**src/rtl/instr_mem_loader.sv**
```systemverilog
// Streams 32-bit instruction words into a byte-wide instruction memory.
// Ports: Start/Stop session control, Word_* handshake, Mem_Write_* byte port, status.
module instr_mem_loader #(
  parameter int MEM_BYTES = 16,
  parameter int ADDR_W    = 64
) (
  input  logic              clk,
  input  logic              reset,
  input  logic              Start,
  input  logic [ADDR_W-1:0] Base_Address,
  input  logic              Stop,
  input  logic              Word_Valid,
  input  logic [31:0]       Word_In,
  output logic              Word_Ready,
  output logic              Mem_Write_Enable,
  output logic [ADDR_W-1:0] Mem_Write_Address,
  output logic [7:0]        Mem_Write_Data,
  output logic [31:0]       Words_Loaded,
  output logic              Busy,
  output logic              Done,
  output logic              Overflow
);

  typedef enum logic [2:0] {
    IDLE, ARMED, B0, B1, B2, B3, FULL
  } state_t;

  localparam logic [ADDR_W-1:0] MEM_END = ADDR_W'(MEM_BYTES);
  localparam logic [ADDR_W-1:0] ALIGN_M = ~ADDR_W'(3);

  state_t            state_q, state_d;
  logic [ADDR_W-1:0] ptr_q, ptr_d;
  logic [31:0]       word_q, word_d;
  logic              stop_q, stop_d;
  logic [31:0]       wl_q, wl_d;
  logic              ovf_q, ovf_d;
  logic              done_q, done_d;
  logic              we_q, we_d;
  logic [ADDR_W-1:0] addr_q, addr_d;
  logic [7:0]        data_q, data_d;
  logic              rdy_q, rdy_d;
  logic              busy_q, busy_d;

  logic [ADDR_W-1:0] base_al;
  logic              accept;
  logic [1:0]        k;

  assign base_al = Base_Address & ALIGN_M;
  assign accept  = Word_Valid && rdy_q;

  always_comb begin
    state_d = state_q;
    ptr_d   = ptr_q;
    word_d  = word_q;
    stop_d  = stop_q;
    wl_d    = wl_q;
    ovf_d   = ovf_q;
    done_d  = 1'b0;
    unique case (state_q)
      IDLE: begin
        stop_d = 1'b0;
        if (Start) begin
          ptr_d   = base_al;
          wl_d    = '0;
          ovf_d   = 1'b0;
          state_d = (base_al >= MEM_END) ? FULL : ARMED;
        end
      end
      ARMED: begin
        if (Start) begin
          ptr_d   = base_al;
          wl_d    = '0;
          ovf_d   = 1'b0;
          stop_d  = 1'b0;
          state_d = (base_al >= MEM_END) ? FULL : ARMED;
        end else if (accept) begin
          // a Stop arriving with the word waits for it to finish
          word_d  = Word_In;
          stop_d  = Stop;
          state_d = B0;
        end else if (Stop) begin
          done_d  = 1'b1;
          state_d = IDLE;
        end
      end
      B0: begin
        stop_d  = stop_q | Stop;
        state_d = B1;
      end
      B1: begin
        stop_d  = stop_q | Stop;
        state_d = B2;
      end
      B2: begin
        stop_d  = stop_q | Stop;
        state_d = B3;
      end
      B3: begin
        wl_d   = (wl_q == '1) ? wl_q : wl_q + 32'd1;
        ptr_d  = ptr_q + ADDR_W'(4);
        stop_d = 1'b0;
        if (stop_q) begin
          done_d  = 1'b1;
          state_d = IDLE;
        end else if (ptr_q + ADDR_W'(4) == MEM_END) begin
          state_d = FULL;
        end else if (accept) begin
          word_d  = Word_In;
          stop_d  = Stop;
          state_d = B0;
        end else if (Stop) begin
          done_d  = 1'b1;
          state_d = IDLE;
        end else begin
          state_d = ARMED;
        end
      end
      FULL: begin
        if (Word_Valid) ovf_d = 1'b1;
        if (Start) begin
          ptr_d   = base_al;
          wl_d    = '0;
          ovf_d   = 1'b0;
          stop_d  = 1'b0;
          state_d = (base_al >= MEM_END) ? FULL : ARMED;
        end else if (Stop) begin
          done_d  = 1'b1;
          state_d = IDLE;
        end
      end
      default: state_d = IDLE;
    endcase
  end

  // Outputs are registered, so they are derived from the next state.
  always_comb begin
    k      = 2'd0;
    we_d   = 1'b0;
    addr_d = addr_q;
    data_d = data_q;
    unique case (state_d)
      B0:      begin k = 2'd0; we_d = 1'b1; end
      B1:      begin k = 2'd1; we_d = 1'b1; end
      B2:      begin k = 2'd2; we_d = 1'b1; end
      B3:      begin k = 2'd3; we_d = 1'b1; end
      default: k = 2'd0;
    endcase
    if (we_d) begin
      addr_d = ptr_d + ADDR_W'(k);
      data_d = word_d[{k, 3'b000} +: 8];
    end
    // B3 can take the next word unless this word fills memory or a Stop waits
    rdy_d  = (state_d == ARMED) ||
             (state_d == B3 && !stop_d &&
              (ptr_d + ADDR_W'(4) != MEM_END));
    busy_d = (state_d != IDLE);
  end

  always_ff @(posedge clk) begin
    if (!reset) begin
      state_q <= IDLE;
      ptr_q   <= '0;
      word_q  <= '0;
      stop_q  <= 1'b0;
      wl_q    <= '0;
      ovf_q   <= 1'b0;
      done_q  <= 1'b0;
      we_q    <= 1'b0;
      addr_q  <= '0;
      data_q  <= '0;
      rdy_q   <= 1'b0;
      busy_q  <= 1'b0;
    end else begin
      state_q <= state_d;
      ptr_q   <= ptr_d;
      word_q  <= word_d;
      stop_q  <= stop_d;
      wl_q    <= wl_d;
      ovf_q   <= ovf_d;
      done_q  <= done_d;
      we_q    <= we_d;
      addr_q  <= addr_d;
      data_q  <= data_d;
      rdy_q   <= rdy_d;
      busy_q  <= busy_d;
    end
  end

  assign Word_Ready        = rdy_q;
  assign Mem_Write_Enable  = we_q;
  assign Mem_Write_Address = addr_q;
  assign Mem_Write_Data    = data_q;
  assign Words_Loaded      = wl_q;
  assign Busy              = busy_q;
  assign Done              = done_q;
  assign Overflow          = ovf_q;

endmodule

```
**config.mk**
```make
export PLATFORM = sky130hd
export DESIGN_NAME = instr_mem_loader
export DESIGN_NICKNAME = d
export VERILOG_FILES = /design/src/rtl/instr_mem_loader.sv
export SDC_FILE = /design/constraint.sdc
export NUM_CORES = 1
export LEC_CHECK = 0
export ABC_AREA = 1
export CORE_MARGIN = 3
export CORE_UTILIZATION = 30
export DETAILED_ROUTE_END_ITERATION = 10
export HOLD_SLACK_MARGIN = 0.06
export PLACE_DENSITY = 0.61
export SLEW_MARGIN = 25
export SYNTH_ARGS = -nofsm -noshare
export SYNTH_HDL_FRONTEND = slang
export SYNTH_SLANG_ARGS = --single-unit
```
**constraint.sdc**
```tcl
create_clock -name clk -period 3.35 [get_ports clk]
set_input_delay 0.67 -clock clk [delete_from_list [all_inputs] [get_ports clk]]
set_output_delay 0.67 -clock clk [all_outputs]
set_load 0.05 [all_outputs]
```
==> metrics <==
status finished, violations left; failing checks setup timing; H-tree depth 1; Routed WL 78.1 mm; effective utilization at floorplan 30.4%; routed len/inst 18.1 um; total power per unit cell area 904 mW/mm^2; XOR/XNOR share of the synthesized area 3.21%; fraction of layout cells with a size suffix above 1 30.5%; Final Util 49.0%; # IOs 210; Worst Path Required 3.81 ns; clock root cell clkbuf_16; Post-DP HPWL 59.3 mm; largest family of logic cells by synthesized area simple AND/OR/NAND/NOR gates; Worst EP arrival 3.88 ns; Fin. Hold Viols 0; Die H 240 um; Setup CP Type flop to flop; fin area 0.0264 mm^2; Detailed Routing Iterations Pass 1 5; Min-Delay Path Class flop to flop; f_max 292 MHz; Placed Area 0.0232 mm^2; sinks on the clock net 209; worst hold slack 0.463 ns; Peak VDD IR 466 uV; most frequent cells in the layout 705 x nand2_1, 547 x buf_4, 373 x nor2_1, 326 x inv_1, 260 x nand3_1; vias in the first global route 19800; PnR worst setup slack -0.0771 ns; Setup TNS -1.67 ns; Crit-path slowest cell dfxtp_4; mux contribution to synthesized area 0%; RSZ-0062 raised after global routing true; Post-synth EDFFs 0; synthesized area 0.0164 mm^2; R2R setup slack -0.08 ns; CP max stage delay 0.37 ns; Post-Synth Simple-Gate Area 48.2%; syn_area_per_cell 5.71 um^2; first-pass GRT wire length 113 mm; Synth cell types 56; register bit total from synthesis 209; Synthesized Nets 2976; Worst-path clk slew 0.06 ns; Yosys warning total 0; synth top area cells dfxtp_1 26%, nand2_1 19%, nor2_1 11%; worst slew margin relative to its limit 42.2%; PortBufs 207; delay-heaviest family, CP simple AND/OR/NAND/NOR gates; top cell type's share of synthesized area 25.5%; Tightest Pin Transition 0.867 ns; cts hold-fix bufs 0; max cap viols 0; via/cell ratio 4.99; Synth Instances 2870; GRT Total Usage 25.3%; sequential cell area fraction in the yosys report 25.5%; sum of buffers and inverters on the critical path 5; setup violators final 62; Most used DFF post-synth dfxtp_1; Vias 21600; async set-reset flop share out of synthesis 0%; CP endpoint kind flop; Slew Limit Fails 0; part of the cycle the worst path needs 102%; post-route ant nets 0; Tmin final 3.43 ns; clk_lat worst skew 0.57 ns; ant diodes 0; commonest non-fill, non-tap cell in the layout nand2_1; crit-path cells ha_4, nand2_4, nor2_4, nand2_2, nor2_4, buf_6, nand2_4, o21ai_1, nand2_1, buf_4, nor2_2, nand2_2, inv_2, nand4_1, nor2_4, nand2_8, o211a_4, nand2_4, nand2_8, clkbuf_16, clkbuf_16, o21ai_0, nor2_1; final total power 23.9 mW; CP Launch Type flop; area of the core 0.0539 mm^2; Worst Path Max Fanout 10; clock buffer count from CTS 26; drt drc 0; Synth Area in Compound Gates 11.6%; adder-cell share of the synthesized area 0.427%; Initial DRC Count 2151; Area Growth Syn to Fin 61.1%; initial antenna violation count 0; FP Rows 85; Max clock buf depth 3; area leader, netlist dfxtp_1; CTS tree yes; Die Area 0.0575 mm^2; fin nets 3713; RePlAce Congestion 1.02; largest net degree at the start of global routing 121; chip width 240 um; grt ovf 0; clk_skew 0.0219 ns; static leakage 11.8 nW
-- power by group --
group          internal, mW  switching (mW)  total [mW]
Combinational          6.97            10.2        17.2
Sequential             3.12           0.552        3.67
Clock                  1.78            1.24        3.02
-- synthesized netlist by cell type, drive strengths merged (5+ instances only) --
library cell,count
o21bai,5
nand3,309
a22oi,31
dfxtp,209
o21a,5
nand3b,40
o21ai,132
clkbuf,49
xor2,56
o211ai,7
inv,349
nor3,25
nand4,45
a21oi,140
nor4,19
nand2,849
nor2,504
and2,5
buf,47
a31oi,5
-- metal layers --
layer	track usage (%)	part of all wire (%)	vias up
met2	37.3	42	912
met3	4.00	8.5	179
met5	0	0	-
met1	36.4	45	9813
met4	10.4	5.1	0
li1	-	-	10700
-- metrics by stage --
stage	std cells	worst slack, ns
finish	4322	-0.0771
global route	4322	-0.213
CTS	4286	0.00179
detailed placement	4232	-0.594
global placement	4232	-0.465
floorplan	2870	0.00734
-- path summary, 6_finish.rpt --
path,start,endpoint,cells past startpoint
setup / recovery,ptr_q[3],Mem_Write_Address[0],23
hold / removal,Mem_Write_Address[59],Mem_Write_Address[59],2
hold reg to reg,Mem_Write_Address[59],Mem_Write_Address[59],2
setup reg to reg,ptr_q[3],Mem_Write_Address[0],23
-- cells by family (layout without fill, tap and decap cells) --
family / count (synthesis) / count (layout)
xor gates and xnor gates: 60 / 60
DFF: 209 / 209
buffers and inverters: 449 / 1205
AOI/OAI and AO/OA: 343 / 343
adders and majority gates: 5 / 5
and+or+nand+nor: 1804 / 1804
-- registers in the layout, summed over array words and instances (netlist names) --
signal             cells
word_q                32
Mem_Write_Data         8
Mem_Write_Enable       1
Overflow               1
Done                   1
Word_Ready             1
state_q                3
Mem_Write_Address     64
stop_q                 1
Words_Loaded          32
ptr_q                 64
Busy                   1
-- what timing repair did --
action,CTS,global route
buffers inserted,6,25
cloned,2,11
setup endpoints to repair,77,91
pin swaps,22,124
endpoints found under the hold margin,0,0
resized for setup,121,406
-- tightest hold or removal path: cells and delay by family (launching register included) --
kind	cells	cell delay [ns]
DFF	1	0.31
and+or+nand+nor	1	0.06
AOI/OAI and AO/OA	1	0.05
-- final cells by class --
cell class                 instances  area, um^2
fill                            5349       27500
clock inverter                    14         170
multi-input combinational       2212       12000
tap                              696         871
clock buffer                      33         728
timing repair buffer             805        7080
sequential                       209        4250
inverter                         353        1340
(Power assumes the default switching activity.)
